`src/rtl/mac_array_ctrl.sv`:
```
// Sequencer for one MxM signed matrix multiply on the elementwise MAC array.
// Latches A/B, clears the array, streams M operand steps, buffers the result.
module mac_array_ctrl #(
    parameter int DATA_W = 8,
    parameter int ACC_W  = 32,
    parameter int M      = 4
) (
    input  logic                                     clk,
    input  logic                                     rst_n,
    input  logic                                     start_valid,
    output logic                                     start_ready,
    input  logic signed [M-1:0][M-1:0][DATA_W-1:0]   A_in,
    input  logic signed [M-1:0][M-1:0][DATA_W-1:0]   B_in,
    output logic                                     mac_en,
    output logic                                     mac_clear,
    output logic signed [M-1:0][M-1:0][DATA_W-1:0]   mac_a,
    output logic signed [M-1:0][M-1:0][DATA_W-1:0]   mac_b,
    input  logic signed [M-1:0][M-1:0][ACC_W-1:0]    mac_acc,
    output logic                                     res_valid,
    input  logic                                     res_ready,
    output logic signed [M-1:0][M-1:0][ACC_W-1:0]    res,
    output logic                                     busy
);

    localparam int KW = (M > 1) ? $clog2(M) : 1;

    typedef enum logic [1:0] {
        IDLE,
        CLEAR,
        RUN,
        SETTLE
    } state_t;

    state_t state, state_nx;
    logic [KW-1:0] k, k_nx;
    logic [M-1:0][M-1:0][DATA_W-1:0] a_reg, b_reg;
    logic accept;
    logic load_res;

    assign accept = start_valid && start_ready;
    assign busy   = (state != IDLE);

    always_comb begin
        state_nx    = state;
        k_nx        = k;
        start_ready = 1'b0;
        mac_en      = 1'b0;
        mac_clear   = 1'b0;
        mac_a       = '0;
        mac_b       = '0;
        load_res    = 1'b0;
        unique case (state)
            IDLE: begin
                start_ready = 1'b1;
                if (start_valid) state_nx = CLEAR;
            end
            CLEAR: begin
                mac_clear = 1'b1;
                k_nx      = '0;
                state_nx  = RUN;
            end
            RUN: begin
                mac_en = 1'b1;
                // Step k broadcasts column k of A and row k of B.
                for (int i = 0; i < M; i++) begin
                    for (int j = 0; j < M; j++) begin
                        mac_a[i][j] = a_reg[i][k];
                        mac_b[i][j] = b_reg[k][j];
                    end
                end
                k_nx = k + 1'b1;
                if (k == KW'(M - 1)) state_nx = SETTLE;
            end
            SETTLE: begin
                if (!res_valid || res_ready) begin
                    load_res = 1'b1;
                    state_nx = IDLE;
                end
            end
            default: state_nx = IDLE;
        endcase
    end

    always_ff @(posedge clk or negedge rst_n) begin
        if (!rst_n) begin
            state <= IDLE;
            k     <= '0;
            a_reg <= '0;
            b_reg <= '0;
        end else begin
            state <= state_nx;
            k     <= k_nx;
            if (accept) begin
                a_reg <= A_in;
                b_reg <= B_in;
            end
        end
    end

    // A load from SETTLE wins over a same-edge consume, keeping valid high.
    always_ff @(posedge clk or negedge rst_n) begin
        if (!rst_n) begin
            res       <= '0;
            res_valid <= 1'b0;
        end else if (load_res) begin
            res       <= mac_acc;
            res_valid <= 1'b1;
        end else if (res_valid && res_ready) begin
            res_valid <= 1'b0;
        end
    end

endmodule

```
`config.mk`:
```
export PLATFORM = sky130hd
export DESIGN_NAME = mac_array_ctrl
export DESIGN_NICKNAME = d
export VERILOG_FILES = /design/src/rtl/mac_array_ctrl.sv
export SDC_FILE = /design/constraint.sdc
export NUM_CORES = 1
export LEC_CHECK = 0
export ABC_CLOCK_PERIOD_IN_PS = 2600
export BUFFER_PORTS_ARGS = -buffer_cell sky130_fd_sc_hd__buf_2
export CORE_AREA = 2 2 604 606
export DETAILED_ROUTE_END_ITERATION = 8
export DIE_AREA = 0 0 606 608
export PLACE_DENSITY = 0.36
export SLEW_MARGIN = 10
export SYNTH_ARGS = -nofsm -noshare
export SYNTH_HDL_FRONTEND = slang
export SYNTH_SLANG_ARGS = --single-unit
export TNS_END_PERCENT = 1
```
`constraint.sdc`:
```
create_clock -name clk -period 2.6 [get_ports clk]
set_input_delay 0.52 -clock clk [delete_from_list [all_inputs] [get_ports clk]]
set_output_delay 0.52 -clock clk [all_outputs]
set_load 0.02 [all_outputs]
```
# Yosys cells after proc, flatten, opt, wreduce, memory -nomap -nowiden

Cells that the tools add are included.

Bits in registers: 773
Bits in latches: 0
Memory bits (writable): 0
Memory bits (read-only): 0
Output and inout bits: 773
Logic and storage cells: 93
Memories: 0

Add/sub/neg operators: 1
$mul: 0
Divide/modulo/power cells: 0
Order comparisons: 1
Equality and inequality tests: 7
Shift-type cells: 0
Mux-type cells: 24
Bitwise gates (word level): 0
Reductions and logical operators: 9

Operators with widths:

| kind                | count |
|---|---|
| $mux 128            | 2 |
| $bmux 32 s2         | 1 |
| $bmux 8 s2          | 4 |
| $mux 32             | 1 |
| $mux 8              | 4 |
| $pmux 2 s4          | 1 |
| $mux 1              | 7 |
| $eq 2x2->1 const B  | 3 |
| $mux 2              | 3 |
| $ne 2x2->1 const B  | 3 |
| $reduce_bool 2->1   | 3 |
| $pmux 2 s2          | 1 |
| $lt 2x3->1 const B  | 1 |
| $reduce_and 3->1    | 1 |
| $add 2x1->2 const B | 1 |
| $eq 2x1->1 const B  | 1 |
| $logic_and 1x1->1   | 2 |
| $logic_not 2->1     | 1 |
| $logic_not 1->1     | 1 |
| $logic_or 1x1->1    | 1 |

# Longest topological paths before layout

Depth in word-level cells: 5
Depth in mapped cells: 6
Gate-level depth less buffers: 5

# Worst setup path after synthesis

No wires, ideal clock.

Kind: flip-flop to output port
Start point: register state[0]
End point: output port mac_a[108] (netlist name)
Data arrival time: 1.756 ns
Required time: 2.080 ns
Path slack: 0.324 ns
Cell stages (with the launch flop): 7
Buffers on the path: 3
Cell sequence: dfrtp_1 > inv_1 > ha_1 > clkbuf_1 > clkbuf_1 > and2_1 > buf_4

RTL lines:

| what                   | RTL line | text |
|---|---|---|
| from (decl)            | 34       | `state_t state, state_nx;` |
| from (signal assigned) | 91       | `state <= state_nx;` |
| to (decl)              | 16       | `output logic signed [M-1:0][M-1:0][DATA_W-1:0] mac_a,` |

==> impl_results.md <==
* Register area at 19400 um^2
* Fin crit period at 3.14 ns
* Area Overhead vs Synth at 78.0%
* Initial antenna violation count at 115
* Slowest cell on the critical path: dfrtp_4
* Failing checks: negative setup slack
* Power density over the cells at 1350 nW/um^2
* Achievable Freq at 319 MHz
* FILL cells at 40288
* Final hold violation count at 0
* Critical Path AT at 2.62 ns
* Htree depth at 3
* Startpoint Class: register
* Slew headroom at 62.0%
* 1st-pass router iterations at 5
* Core Region at 362000 um^2
* Global route total overflow at 0
* Register area share after synthesis at 60.2%
* Worst-skew pair later-pin latency at 0.87 ns
* Worst hold path class: input pin to register
* Critical path type: register to primary output
* Fin nets at 5004
* Final Non-Filler Cells at 9124
* Top cell by count, worst path: buf_12
* Routability Congestion at 0.916
* CTS tree: yes
* Setup violators final at 256
* Number of global-route vias before repair at 28586
* Critical Path Max Stage Delay at 0.48 ns
* Crit path required time at 2.08 ns
* Total Routing Usage GR at 12.2%
* CTS buffer count at 108
* CTS Root Cell: clkbuf_16
* DRC viols at 0
* Unique masters post-synth at 19
* Syn avg cell area at 16.2 um^2
* Worst vdd ir at 0.000615 V
* Mapped Area at 32100 um^2
* Post-route ant nets at 0
* Initial Util at 8.88%
* Syn Nets at 2766
* Placed Area at 45000 um^2
* Crit end category: primary output
* Slew Limit Fails at 0
* Part of the cycle the worst path needs at 121%
* Via density at 2.92
* WL final at 233000 um
* Clk slew on worst S/H paths at 0.06 ns
* First-pass GRT wire length at 298000 um
* Clk buf depth at 4
* Fin Setup TNS at -120.85 ns
* Iter 0 DRT Violations at 1107
* Leakage at 0.0251 uW
* Routed len/inst at 25.5 um
* DP HPWL at 200000 um
* Cells after synthesis at 1989
* Synthesis Warnings at 0
* Die width at 606 um
* Clock sinks at 773
* Total number of vias at 26601
* Yosys reg bits at 773
* Buffers on Ports at 1544
* Critical Path Fanout Max at 7
* Clk_skew at 0.118 ns
* Die area at 368000 um^2
* Place WS at 0.0319 ns
* RSZ-0062 raised after global routing: true
* Final Power at 77100 uW
* Final worst slack at -0.537 ns
* Die Y at 608 um
* Post-route design area at 57200 um^2
* Dpl cells at 8133
* Max-cap violations at 0
* CP Cell Sequence: buf_12 -> buf_16 -> buf_12 -> mux4_2 -> and2_4 -> buf_2
* Largest net degree at the start of global routing at 95
* Max FFs per register at 512
* Area of the multi-input gates at 10800 um^2
* Status: complete, but fails checks
* I/O pin cnt at 1545
* Slew @ Worst Pin at 0.570 ns
* Share of cells above drive strength 1 at 63.0%
* Site Rows at 221
kinds of logic (layout without fill, tap and decap cells):
logic type | Yosys count | after routing | share of synthesized area (%)
multiplexers | 834 | 834 | 31.5
buffers and inverters | 302 | 2621 | 6.69
adder cells (fa/ha/maj) | 5 | 5 | 0.195
AND/OR/NAND/NOR | 72 | 72 | 1.37
AO/OA/AOI/OAI | 3 | 3 | 0.0662
flip-flops | 773 | 773 | 60.2
other | 0 | 22 | 0
cell type report:
| class | count | share of cell area, % |
|---|---|---|
| clock buffer | 156 | 5.32 |
| antenna | 22 | 0.0963 |
| clock inverter | 35 | 0.663 |
| sequential | 773 | 33.8 |
| inverter | 5 | 0.0328 |
| timing repair buffer | 2425 | 30.6 |
| multi-input combinational | 914 | 18.9 |
| tap | 4794 | 10.5 |
metrics by stage:
stage                     hold slack (ns)  util [%]
after floorplan                     0.224         -
after global placement              0.483      12.4
after detailed placement            0.487      12.4
after CTS                          0.0238      15.7
after global routing               0.0556      15.8
final                               0.120      15.8
final timing paths:
kind | start | to | slack, ns | cells after the start
setup / recovery | k[0] | mac_b[49] | -0.54 | 6
hold / removal | res_ready | res_valid | 0.12 | 3
setup reg to reg | state[1] | a_reg[48] | 0.53 | 5
hold reg to reg | res[91] | res[91] | 0.50 | 1
max in group asynchronous | rst_n | a_reg[33] | 1.24 | 3
min in group asynchronous | rst_n | res[242] | 0.26 | 2
worst max-delay path, delay by kind of cell, from the launching register on:
kind                   cells  cell delay (ns)
multiplexers               1             0.40
AND/OR/NAND/NOR            1             0.23
buffers and inverters      4             0.65
flip-flops                 1             0.48
placed cells by master (no fill, tap or decap), drive strengths merged:
cell type and count:
nand3b 1, mux2i 1, mux4 64, nand3 2, diode 22, buf 1657, nand2 3, and2 64
o21ai 1, ha 5, inv 8, clkinvlp 5, a21boi 1, clkinv 22, nand2b 2, clkbuf 156
dlygate4sd3 768, bufinv 5, dfrtp 773, o221ai 1, mux2 769
what timing repair did:
action                                  CTS  global route
endpoints found under the setup margin  258           256
gates resized for setup                 211           100
buffers inserted                          7             1
cloned                                    3             0
pin swaps                                 6             3
endpoints found under the hold margin   779             0
hold buffers                            768             0
metal layers:
layer	global-route usage (%)	vias up	routed length, um
met5	0	-	157
met4	2.77	22	6020
met3	4.93	290	21700
met2	22.1	1105	119000
met1	13.2	13809	85900
li1	-	11375	-
Yosys cell counts:
cell type  instances  area share (%)
buf_4            240             5.6
buf_6              1           0.035
o221ai_1           1           0.027
a21boi_0           1           0.023
mux2_2           769              27
and2_1            64             1.2
nand2_1            3           0.035
dfrtp_1          773              60
o21ai_0            1           0.016
nand3b_1           1           0.023
buf_2             41            0.64
nand3_1            2           0.031
ha_1               5            0.19
mux2i_1            1           0.031
nand2b_1           2           0.039
buf_8              5            0.23
mux4_2            64             4.5
inv_1              5           0.058
clkbuf_1          10            0.12
report_power, final:
group / switching, uW / internal [uW]
combinational: 24200 / 16200
clock: 6180 / 8590
sequential: 3590 / 18400
No activity file was read; power rests on OpenSTA's default activity.
